--- config.mk ---
export PLATFORM = sky130hd
export DESIGN_NAME = paddle_move_scheduler_flat
export DESIGN_NICKNAME = d
export VERILOG_FILES = /design/src/rtl/paddle_pkg.sv /design/src/rtl/paddle_move_scheduler_if.sv /design/src/rtl/paddle_cmd_fifo.sv /design/src/rtl/paddle_move_scheduler.sv /design/src/flat_wrapper.sv
export SDC_FILE = /design/constraint.sdc
export NUM_CORES = 1
export LEC_CHECK = 0
export BUFFER_PORTS_ARGS = -buffer_cell sky130_fd_sc_hd__buf_2
export CORE_ASPECT_RATIO = 0.7
export CORE_UTILIZATION = 29
export DETAILED_ROUTE_END_ITERATION = 7
export PLACE_DENSITY = 0.52
export SYNTH_ARGS = -nofsm -noshare
export SYNTH_HDL_FRONTEND = slang
export SYNTH_SLANG_ARGS = --single-unit
--- constraint.sdc ---
create_clock -name clk -period 6.8 [get_ports clk]
set_input_delay 0.34 -clock clk [delete_from_list [all_inputs] [get_ports clk]]
set_output_delay 0.34 -clock clk [all_outputs]
set_load 0.01 [all_outputs]
--- src/rtl/paddle_pkg.sv ---
// Shared command/state encodings and default geometry for the paddle move scheduler.
// apply_move() is the single definition of the saturating paddle arithmetic.
package paddle_pkg;

  typedef enum logic [1:0] {
    CMD_NONE  = 2'd0,
    CMD_LEFT  = 2'd1,
    CMD_RIGHT = 2'd2,
    CMD_HOLD  = 2'd3
  } cmd_e;

  typedef enum logic [1:0] {
    ST_IDLE     = 2'd0,
    ST_ARB      = 2'd1,
    ST_MOVE     = 2'd2,
    ST_COOLDOWN = 2'd3
  } state_e;

  localparam logic [7:0] ASCII_L = 8'd108;
  localparam logic [7:0] ASCII_R = 8'd114;
  localparam logic [7:0] ASCII_D = 8'd100;

  localparam int unsigned DEF_STEP   = 50;
  localparam int unsigned DEF_MIN_X  = 50;
  localparam int unsigned DEF_MAX_X  = 590;
  localparam int unsigned DEF_INIT_X = 320;

  // 11-bit intermediate so that neither direction can wrap before clamping
  function automatic logic [9:0] apply_move(input logic [9:0]  x,
                                            input cmd_e        cmd,
                                            input logic [10:0] step,
                                            input logic [10:0] min_x,
                                            input logic [10:0] max_x);
    logic [10:0] x_ext;
    logic [10:0] res;
    x_ext = {1'b0, x};
    case (cmd)
      CMD_LEFT: begin
        if (x_ext < (min_x + step)) res = min_x;
        else                        res = x_ext - step;
      end
      CMD_RIGHT: begin
        if (x_ext > (max_x - step)) res = max_x;
        else                        res = x_ext + step;
      end
      CMD_HOLD: res = x_ext;
      default:  res = x_ext;
    endcase
    return res[9:0];
  endfunction

endpackage

--- src/rtl/paddle_move_scheduler_if.sv ---
// Input/output bundle of the paddle move scheduler; master drives the requests,
// slave is the scheduler itself.
interface paddle_move_scheduler_if;
  logic       rx_valid;
  logic [7:0] rx_data;
  logic       btn_left;
  logic       btn_right;
  logic       frame_tick;
  logic [9:0] paddle_x;
  logic       move_valid;
  logic [1:0] grant;
  logic       fifo_full;
  logic [7:0] drop_count;

  modport master (
    output rx_valid, rx_data, btn_left, btn_right, frame_tick,
    input  paddle_x, move_valid, grant, fifo_full, drop_count
  );

  modport slave (
    input  rx_valid, rx_data, btn_left, btn_right, frame_tick,
    output paddle_x, move_valid, grant, fifo_full, drop_count
  );
endinterface

--- src/rtl/paddle_cmd_fifo.sv ---
// Synchronous FIFO of 2-bit paddle commands with registered full/empty flags.
// A push while full is accepted only when a pop frees a slot in the same cycle.
module paddle_cmd_fifo
  import paddle_pkg::*;
#(
  parameter int unsigned DEPTH = 4
) (
  input  logic clk,
  input  logic rst_n,
  input  logic push,
  input  cmd_e push_cmd,
  input  logic pop,
  output cmd_e head_cmd,
  output logic full,
  output logic empty
);

  localparam int unsigned AW = (DEPTH > 1) ? $clog2(DEPTH) : 1;
  localparam int unsigned CW = AW + 1;
  localparam logic [CW-1:0] DEPTH_C = CW'(DEPTH);

  cmd_e          mem_r [DEPTH];
  logic [AW-1:0] wr_ptr_r;
  logic [AW-1:0] rd_ptr_r;
  logic [CW-1:0] count_r;
  logic [CW-1:0] count_nxt_s;
  logic          full_r;
  logic          empty_r;
  logic          push_ok_s;
  logic          pop_ok_s;

  always_comb begin
    pop_ok_s  = pop && !empty_r;
    push_ok_s = push && (!full_r || pop_ok_s);
    if (push_ok_s && !pop_ok_s)      count_nxt_s = count_r + CW'(1);
    else if (!push_ok_s && pop_ok_s) count_nxt_s = count_r - CW'(1);
    else                             count_nxt_s = count_r;
  end

  always_ff @(posedge clk or negedge rst_n) begin
    if (!rst_n) begin
      for (int i = 0; i < DEPTH; i++) mem_r[i] <= CMD_NONE;
    end else if (push_ok_s) begin
      mem_r[wr_ptr_r] <= push_cmd;
    end
  end

  always_ff @(posedge clk or negedge rst_n) begin
    if (!rst_n) begin
      wr_ptr_r <= '0;
      rd_ptr_r <= '0;
      count_r  <= '0;
      full_r   <= 1'b0;
      empty_r  <= 1'b1;
    end else begin
      if (push_ok_s) wr_ptr_r <= wr_ptr_r + AW'(1);
      if (pop_ok_s)  rd_ptr_r <= rd_ptr_r + AW'(1);
      count_r <= count_nxt_s;
      full_r  <= (count_nxt_s == DEPTH_C);
      empty_r <= (count_nxt_s == '0);
    end
  end

  assign head_cmd = mem_r[rd_ptr_r];
  assign full     = full_r;
  assign empty    = empty_r;

endmodule

--- src/rtl/paddle_move_scheduler.sv ---
// Decodes UART commands, arbitrates them round-robin against the buttons once per
// frame and applies one saturating move per grant to the paddle X register.
module paddle_move_scheduler
  import paddle_pkg::*;
#(
  parameter int unsigned STEP        = DEF_STEP,
  parameter int unsigned MIN_X       = DEF_MIN_X,
  parameter int unsigned MAX_X       = DEF_MAX_X,
  parameter int unsigned INIT_X      = DEF_INIT_X,
  parameter int unsigned FIFO_DEPTH  = 4,
  parameter int unsigned HOLD_FRAMES = 1
) (
  input logic                     clk,
  input logic                     rst_n,
  paddle_move_scheduler_if.slave  bus
);

  localparam logic [10:0] STEP_C    = 11'(STEP);
  localparam logic [10:0] MIN_X_C   = 11'(MIN_X);
  localparam logic [10:0] MAX_X_C   = 11'(MAX_X);
  localparam logic [9:0]  INIT_X_C  = 10'(INIT_X);
  localparam logic [7:0]  HOLD_LAST = 8'(HOLD_FRAMES - 1);

  state_e     state_r;
  state_e     state_nxt_s;
  logic       rr_btn_r;
  logic [7:0] hold_cnt_r;
  logic [9:0] paddle_x_r;
  logic       move_valid_r;
  logic [1:0] grant_r;
  logic [7:0] drop_count_r;

  logic       push_s;
  cmd_e       push_cmd_s;
  logic       pop_s;
  cmd_e       head_cmd_s;
  logic       fifo_full_s;
  logic       fifo_empty_s;
  logic       drop_s;
  logic       btn_req_s;
  cmd_e       btn_cmd_s;
  logic       win_uart_s;
  logic       win_btn_s;
  cmd_e       move_cmd_s;

  // Byte decode: only l/r/d become commands, everything else vanishes uncounted
  always_comb begin
    push_s     = 1'b0;
    push_cmd_s = CMD_NONE;
    if (bus.rx_valid) begin
      case (bus.rx_data)
        ASCII_L: begin push_s = 1'b1; push_cmd_s = CMD_LEFT;  end
        ASCII_R: begin push_s = 1'b1; push_cmd_s = CMD_RIGHT; end
        ASCII_D: begin push_s = 1'b1; push_cmd_s = CMD_HOLD;  end
        default: begin push_s = 1'b0; push_cmd_s = CMD_NONE;  end
      endcase
    end else begin
      push_s     = 1'b0;
      push_cmd_s = CMD_NONE;
    end
  end

  paddle_cmd_fifo #(.DEPTH(FIFO_DEPTH)) u_fifo (
    .clk      (clk),
    .rst_n    (rst_n),
    .push     (push_s),
    .push_cmd (push_cmd_s),
    .pop      (pop_s),
    .head_cmd (head_cmd_s),
    .full     (fifo_full_s),
    .empty    (fifo_empty_s)
  );

  assign drop_s    = push_s && fifo_full_s && !pop_s;
  assign btn_req_s = bus.btn_left ^ bus.btn_right;
  assign btn_cmd_s = bus.btn_left ? CMD_LEFT : CMD_RIGHT;

  // Next state and ARB decision; a request that vanished before ARB yields no move
  always_comb begin
    state_nxt_s = state_r;
    pop_s       = 1'b0;
    win_uart_s  = 1'b0;
    win_btn_s   = 1'b0;
    case (state_r)
      ST_IDLE: begin
        if (bus.frame_tick && (!fifo_empty_s || btn_req_s)) state_nxt_s = ST_ARB;
        else                                                  state_nxt_s = ST_IDLE;
      end
      ST_ARB: begin
        if (!fifo_empty_s && (!btn_req_s || !rr_btn_r)) begin
          win_uart_s  = 1'b1;
          pop_s       = 1'b1;
          state_nxt_s = ST_MOVE;
        end else if (btn_req_s) begin
          win_btn_s   = 1'b1;
          state_nxt_s = ST_MOVE;
        end else begin
          state_nxt_s = ST_IDLE;
        end
      end
      ST_MOVE: state_nxt_s = ST_COOLDOWN;
      ST_COOLDOWN: begin
        if (bus.frame_tick && (hold_cnt_r == HOLD_LAST)) state_nxt_s = ST_IDLE;
        else                                             state_nxt_s = ST_COOLDOWN;
      end
      default: state_nxt_s = ST_IDLE;
    endcase

    if (win_uart_s)     move_cmd_s = head_cmd_s;
    else if (win_btn_s) move_cmd_s = btn_cmd_s;
    else                move_cmd_s = CMD_NONE;
  end

  // State, cooldown frame counter and round-robin pointer
  always_ff @(posedge clk or negedge rst_n) begin
    if (!rst_n) begin
      state_r    <= ST_IDLE;
      hold_cnt_r <= 8'd0;
      rr_btn_r   <= 1'b0;
    end else begin
      state_r <= state_nxt_s;
      if (state_r == ST_MOVE)                           hold_cnt_r <= 8'd0;
      else if (state_r == ST_COOLDOWN && bus.frame_tick) hold_cnt_r <= hold_cnt_r + 8'd1;
      if (win_uart_s)     rr_btn_r <= 1'b1;
      else if (win_btn_s) rr_btn_r <= 1'b0;
    end
  end

  // Outputs are registered at the ARB->MOVE edge so they are visible during MOVE
  always_ff @(posedge clk or negedge rst_n) begin
    if (!rst_n) begin
      paddle_x_r   <= INIT_X_C;
      move_valid_r <= 1'b0;
      grant_r      <= 2'b00;
      drop_count_r <= 8'd0;
    end else begin
      move_valid_r <= win_uart_s || win_btn_s;
      if (win_uart_s || win_btn_s) begin
        paddle_x_r <= apply_move(paddle_x_r, move_cmd_s, STEP_C, MIN_X_C, MAX_X_C);
        grant_r    <= win_uart_s ? 2'b01 : 2'b10;
      end
      if (drop_s && (drop_count_r != 8'hFF)) drop_count_r <= drop_count_r + 8'd1;
    end
  end

  assign bus.paddle_x   = paddle_x_r;
  assign bus.move_valid = move_valid_r;
  assign bus.grant      = grant_r;
  assign bus.fifo_full  = fifo_full_s;
  assign bus.drop_count = drop_count_r;

endmodule

--- src/flat_wrapper.sv ---
// flat-port wrapper written by rule: the top's interface ports become plain ports
module paddle_move_scheduler_flat import paddle_pkg::*;
#(
  parameter int unsigned STEP        = DEF_STEP,
  parameter int unsigned MIN_X       = DEF_MIN_X,
  parameter int unsigned MAX_X       = DEF_MAX_X,
  parameter int unsigned INIT_X      = DEF_INIT_X,
  parameter int unsigned FIFO_DEPTH  = 4,
  parameter int unsigned HOLD_FRAMES = 1
)
  (clk, rst_n, bus_rx_valid, bus_rx_data, bus_btn_left, bus_btn_right, bus_frame_tick, bus_paddle_x, bus_move_valid, bus_grant, bus_fifo_full, bus_drop_count);
  paddle_move_scheduler_if bus_i ();
  input logic clk;
  input logic rst_n;
  input wire logic [$bits(bus_i.rx_valid)-1:0] bus_rx_valid;
  input wire logic [$bits(bus_i.rx_data)-1:0] bus_rx_data;
  input wire logic [$bits(bus_i.btn_left)-1:0] bus_btn_left;
  input wire logic [$bits(bus_i.btn_right)-1:0] bus_btn_right;
  input wire logic [$bits(bus_i.frame_tick)-1:0] bus_frame_tick;
  output wire logic [$bits(bus_i.paddle_x)-1:0] bus_paddle_x;
  output wire logic [$bits(bus_i.move_valid)-1:0] bus_move_valid;
  output wire logic [$bits(bus_i.grant)-1:0] bus_grant;
  output wire logic [$bits(bus_i.fifo_full)-1:0] bus_fifo_full;
  output wire logic [$bits(bus_i.drop_count)-1:0] bus_drop_count;
  assign bus_i.rx_valid = bus_rx_valid;
  assign bus_i.rx_data = bus_rx_data;
  assign bus_i.btn_left = bus_btn_left;
  assign bus_i.btn_right = bus_btn_right;
  assign bus_i.frame_tick = bus_frame_tick;
  assign bus_paddle_x = bus_i.paddle_x;
  assign bus_move_valid = bus_i.move_valid;
  assign bus_grant = bus_i.grant;
  assign bus_fifo_full = bus_i.fifo_full;
  assign bus_drop_count = bus_i.drop_count;
  paddle_move_scheduler #(.STEP(STEP), .MIN_X(MIN_X), .MAX_X(MAX_X), .INIT_X(INIT_X), .FIFO_DEPTH(FIFO_DEPTH), .HOLD_FRAMES(HOLD_FRAMES)) u_core (.clk(clk), .rst_n(rst_n), .bus(bus_i));
endmodule
After elaboration in Yosys (flattened, before gate mapping)
Index checks and enable logic that the tools add are counted.
{ "word_totals": {"ff_bits": 49, "output_inout_bits": 22} }
{ "op_classes": {"addsub": 8, "n_lt_le_gt_ge": 5, "n_eq_ne": 10, "n_mux": 33, "bitwise_logic": 3, "n_reduce_logical": 31} }
{ "op_table": {"columns": ["cell", "count"], "rows": [
  ["== test 8 x 7 -> 1 bit, second input constant", 3],
  ["2-to-1 mux 2 bit", 11],
  ["2-to-1 mux 10 bit", 2],
  ["case mux 10 bit (2 select lines)", 1],
  ["adder 8 x 1 -> 8 bit, second input constant", 2],
  ["2-to-1 mux 8 bit", 2],
  ["logical AND 1 bit", 12],
  ["adder 10 x 6 -> 10 bit, second input constant", 1],
  ["> comparator 10 bit, second input constant", 1],
  ["< comparator 10 x 7 -> 1 bit, second input constant", 1],
  ["2-to-1 mux 1 bit", 10],
  ["subtractor 10 x 6 -> 10 bit, second input constant", 1],
  ["bitwise mux 8 bit", 1],
  ["logical NOT 8 bit", 1],
  ["inequality test 8 bit, second input constant", 1],
  ["case mux 2 bit (4 select lines)", 1],
  ["logical NOT 1 bit", 7],
  ["== test 2 bit, second input constant", 3],
  [">= comparator 3 bit, second input constant", 2],
  ["2-to-1 mux 3 bit", 2],
  ["inverter 2 -> 3 bit", 2],
  ["case mux 2 bit (3 select lines)", 1],
  ["nonzero test 2 bit", 3],
  ["adder 2 x 1 -> 2 bit, second input constant", 2],
  ["other kinds (13)", 17]
]} }

Depth between registers and ports, before layout
{ "depth": {"word_depth": 14, "ltp_mapped": 13} }

Cells and area by module
From an unflattened synthesis, not the netlist that was laid out.
{ "unflattened": {"hier_cells": 287, "area_unflattened_um2": 2795.2} }
{ "modules_own_cells": {"columns": ["module", "n_inst", "cells_each", "area_each_um2"], "rows": [
  ["paddle_move_scheduler", 1, 224, 1949.4],
  ["paddle_cmd_fifo", 1, 63, 845.8]
]} }

Worst setup path before layout
No wires, ideal clock.
{ "synth_timing": {"path_kind": "register to register", "startpoint": "register u_core.u_fifo.empty_r (netlist: u_core.u_fifo.empty)", "endpoint": "register u_core.paddle_x_r[7] (netlist: u_core.bus.paddle_x[7])", "setup_time_ns": 0.066, "arrival_time_ns": 2.550, "slack_ns": 4.185, "stages_incl_launch_ff": 12, "synth_period_minus_slack_ns": 2.615, "cell_sequence": "dfstp_2 -> clkbuf_1 -> or2_2 -> a32o_1 -> nand2_1 -> ha_1 -> clkbuf_1 -> nand3b_1 -> o22a_1 -> or4_1 -> o31ai_1 -> a22o_1"} }
{ "synth_via": {"elab_chain_len": 9} }
{ "synth_rtl": {"columns": ["element", "line_no", "text"], "rows": [
  ["start: declaration", "paddle_cmd_fifo.sv:28", "logic empty_r;"],
  ["start signal: assignment", "paddle_cmd_fifo.sv:60", "empty_r <= (count_nxt_s == '0);"],
  ["logical NOT 1 bit (*)", "paddle_move_scheduler.sv:90", "if (!fifo_empty_s && (!btn_req_s || !rr_btn_r)) begin"],
  ["logical AND 1 bit (*)", "paddle_move_scheduler.sv:90", null],
  ["2-to-1 mux 1 bit", "paddle_move_scheduler.sv:90", null],
  ["2-to-1 mux 1 bit", "paddle_move_scheduler.sv:84", "case (state_r)"],
  ["2-to-1 mux 2 bit", "paddle_move_scheduler.sv:110", "else if (win_btn_s) move_cmd_s = btn_cmd_s;"],
  ["2-to-1 mux 2 bit", "paddle_move_scheduler.sv:109", "if (win_uart_s) move_cmd_s = head_cmd_s;"],
  ["== test 2 x 1 -> 1 bit / == test 2 bit (equally long branches)", "paddle_pkg.sv:37", "case (cmd)"],
  ["nonzero test 2 bit (no line)", null, null],
  ["AND reduction 2 bit (no line)", null, null],
  ["end signal: assignment", "paddle_move_scheduler.sv:139", "paddle_x_r <= apply_move(paddle_x_r, move_cmd_s, STEP_C, MIN_X_C, MAX_X_C);"],
  ["end: declaration", "paddle_move_scheduler.sv:28", "logic [9:0] paddle_x_r;"]
]} }
Every way passes the cells marked *; elsewhere a longest branch is shown, timed or not.
A chain may end at the register's enable or synchronous reset.

Worst setup path in the final report
{ "layout_timing": {"startpoint": "register u_core.u_fifo.rd_ptr_r[0]", "endpoint": "register u_core.paddle_x_r[7] (netlist: u_core.bus.paddle_x[7])"} }
{ "layout_via": {"elab_chain_len": 8} }
{ "layout_rtl": {"columns": ["element", "line_no", "text"], "rows": [
  ["start: declaration", "paddle_cmd_fifo.sv:24", "logic [AW-1:0] rd_ptr_r;"],
  ["start signal: assignment", "paddle_cmd_fifo.sv:57", "if (pop_ok_s) rd_ptr_r <= rd_ptr_r + AW'(1);"],
  ["inverter 2 -> 3 bit (not written as such) (*)", "paddle_cmd_fifo.sv:64", "assign head_cmd = mem_r[rd_ptr_r];"],
  ["binary-select mux 2 bit (select 2 bit) (*)", "paddle_cmd_fifo.sv:64", null],
  ["2-to-1 mux 2 bit (not written as such) (*) (2 in a row)", "paddle_cmd_fifo.sv:64", null],
  ["2-to-1 mux 2 bit (*)", "paddle_move_scheduler.sv:109", null],
  ["== test 2 x 1 -> 1 bit / == test 2 bit (equally long branches)", "paddle_pkg.sv:37", null],
  ["nonzero test 2 bit (no line)", null, null],
  ["AND reduction 2 bit (no line)", null, null]
]} }
Every way passes the cells marked *; elsewhere a longest branch is shown, timed or not. The select of a mux whose other input is x is not followed.

==> results.sh <==
export IMPL_grt_max_degree=48
export IMPL_ys_warn_count=0
export IMPL_max_stage_delay_ns=0.53
export IMPL_clock_path_buffers=2
export IMPL_track_usage_pct=13.4
export IMPL_antenna_left=0
export IMPL_synthCells=291
export IMPL_start_kind="flop"
export IMPL_vias_per_cell=4.88
export IMPL_synth_area_leaders="dfrtp_1 39%, ha_1 5.3%, nand2_1 4.5%, xnor2_1 4.0%, o21ai_0 3.9%"
export IMPL_wl_per_cell_um=13.7
export IMPL_dr_pass1_iters=4
export IMPL_synth_cell_type_count=61
export IMPL_crit_fanout=11
export IMPL_cp_cell_sequence="mux4_2, nand2_1, a21oi_1, ha_1, nand3b_1, o22a_1, or4_1, o31ai_1, a22o_1"
export IMPL_whs_ns=0.135
export IMPL_synthTopCellsByCount="44 x dfrtp_1, 34 x nand2_1, 22 x o21ai_0"
export IMPL_clkTransAtPathRegs_ns=0.07
export IMPL_holdBufCountCts=0
export IMPL_nFillCells=945
export IMPL_core_area_um2=9330
export IMPL_synth_top_area_cell="dfrtp_1"
export IMPL_final_util_pct=35.1
export IMPL_cp_num_buf_inv=0
export IMPL_antenna_found_initial=0
export IMPL_maxCapViolCount=0
export IMPL_synth_edf_count=0
export IMPL_cts_htree_levels=2
export IMPL_syn_area_um2=2860
export IMPL_initial_core_util_pct=30.6
export IMPL_power_mw=1.15
export IMPL_post_cts_buffers=0
export IMPL_clock_latency_ns=0.29
export IMPL_ys_flop_type="dfrtp_1"
export IMPL_post_place_ws_ns=4.03
export IMPL_relSlewSlack_pct=59.6
export IMPL_period_share_pct=40.6
export IMPL_grt_pass1_wl_um=10900
export IMPL_drv_slew=0
export IMPL_fin_setup_tns_ns=0
export IMPL_hp_class="input pin to asynchronous set/reset pin"
export IMPL_diodes=0
export IMPL_io_pins=36
export IMPL_cts_root_buf="clkbuf_16"
export IMPL_cpMaxStageDelayCell="mux4_2"
export IMPL_status="finished clean"
export IMPL_drt_iter0_drc=91
export IMPL_path_class="flop to flop"
export IMPL_rsz0062_at_grt="false"
export IMPL_arrival_ns=2.99
export IMPL_min_period_ns=2.76
export IMPL_max_freq_ghz=0.362
export IMPL_drive_above_1_share_pct=22.0
export IMPL_yosysSeqAreaShare_pct=41.3
export IMPL_clock_sinks=47
export IMPL_fin_nets=347
export IMPL_syn2layout_area_growth_pct=14.5
export IMPL_die_w_um=121
export IMPL_synth_fp_nets=317
export IMPL_drc_errors=0
export IMPL_synth_top_area_share_pct=38.5
export IMPL_place_gp_congestion=0.797
export IMPL_ys_ff_latch=47
export IMPL_finalHoldViolations=0
export IMPL_dp_hpwl_um=4390
export IMPL_critPathRequiredTime_ns=7.03
export IMPL_gr_total_overflow=0
export IMPL_synth_most_common_cell="dfrtp_1"
export IMPL_timing_final_ws_setup_ns=4.04
export IMPL_numPortBuffers=34
export IMPL_finalSetupViolCount=0
export IMPL_row_count=29
export IMPL_dr_total_vias=2175
export IMPL_postCtsResizedCells=0
export IMPL_endpoint_kind="flop"
export IMPL_fin_skew_ns=0.00656
export IMPL_async_reset_ff_share_pct=100
export IMPL_path_delay_family="simple AND/OR/NAND/NOR gates"
export IMPL_routed_wl_um=6120
export IMPL_dieArea_um2=10300
export IMPL_worst_pin_slew_ns=0.605
export IMPL_die_h_um=85.0
export IMPL_syn_avg_cell_area_um2=9.82
export IMPL_grt_pass1_vias=2176
export IMPL_cts_buffers=5
export IMPL_cts_tree="built"
export IMPL_powerDensity_nw_per_um2=352
export IMPL_ir_drop_mv=0.153
export IMPL_p_leak_nw=1.50
==> cell families after synthesis <==
| logic type | synth area share (%) |
|---|---|
| flip-flops | 41.3 |
| adder cells (fa/ha/maj) | 5.26 |
| XOR/XNOR | 5.48 |
| other | 0.131 |
| buffers and inverters | 4.56 |
| AND/OR/NAND/NOR | 20.2 |
| AO/OA/AOI/OAI | 17.7 |
| multiplexers | 5.39 |
==> per-stage QoR <==
step / std cells / area [um2]
global route: 446 / 3270
detailed placement: 438 / 3120
CTS: 446 / 3270
global placement: 438 / 3120
floorplan: 291 / 2860
finish: 446 / 3270
==> power by group <==
part | leakage, nW | internal (mW) | switching, mW
sequential | 0.593 | 0.348 | 0.108
clock | 0.0746 | 0.139 | 0.116
combinational | 0.835 | 0.200 | 0.242
==> state kept, by name, indices dropped and copies added, names as in the netlist <==
name	flops
u_core.state_r	2
u_core.u_fifo.full	1
u_core.u_fifo.rd_ptr_r	2
u_core.u_fifo.count_r	3
u_core.u_fifo.wr_ptr_r	2
u_core.u_fifo.empty	1
u_core.bus.grant	2
u_core.u_fifo.mem_r	8
u_core.bus.move_valid	1
u_core.bus.paddle_x	9
u_core.hold_cnt_r	8
u_core.bus.drop_count	8
==> cell type report <==
type | instances | area [um2] | area share, %
multi-input cells | 216 | 1550 | 47.3
well taps | 124 | 155 | 4.74
clock inverters | 3 | 22.5 | 0.689
flip-flops and latches | 47 | 1180 | 36.1
inverters | 15 | 56.3 | 1.72
repair buffers | 36 | 185 | 5.66
clock buffers | 5 | 125 | 3.83
==> cell usage in the layout, fill, tap and decap left out, drive strengths merged, types with 3 or more instances in the layout <==
| cell | count |
|---|---|
| inv | 17 |
| xnor2 | 13 |
| a211o | 3 |
| mux2i | 3 |
| mux2 | 7 |
| a21oi | 9 |
| clkbuf | 5 |
| or4 | 3 |
| nand3 | 6 |
| and2 | 3 |
| ha | 12 |
| nor3 | 7 |
| buf | 36 |
| a211oi | 4 |
| nand2b | 5 |
| dfstp | 3 |
| dfrtp | 44 |
| o21a | 3 |
| a22o | 5 |
| nand4 | 4 |
| xor2 | 4 |
| a31oi | 6 |
| nor2 | 18 |
| nor3b | 3 |
| nand2 | 34 |
| and3 | 10 |
| o21ai | 23 |
==> routing by layer <==
layer / routed length (um) / GRT usage, %
met5: 0 / 0
met4: 73 / 4.15
met3: 205 / 3.29
met2: 2560 / 20.0
met1: 3270 / 19.1
==> path summary, 6_finish.rpt <==
path                                            from                        to  slack (ns)  cells after the start
max                        u_core.u_fifo.rd_ptr_r[0]    u_core.bus.paddle_x[7]        4.04                      9
min                                            rst_n    u_core.bus.paddle_x[1]        0.14                      2
max reg2reg                u_core.u_fifo.rd_ptr_r[0]    u_core.bus.paddle_x[7]        4.04                      9
min reg2reg                 u_core.bus.drop_count[5]  u_core.bus.drop_count[5]        0.50                      1
max in group asynchronous                      rst_n    u_core.u_fifo.mem_r[2]        6.25                      2
min in group clk                      bus_rx_data[3]    u_core.u_fifo.mem_r[1]        0.28                      2
Note: power is estimated with default switching activity, not from simulation.
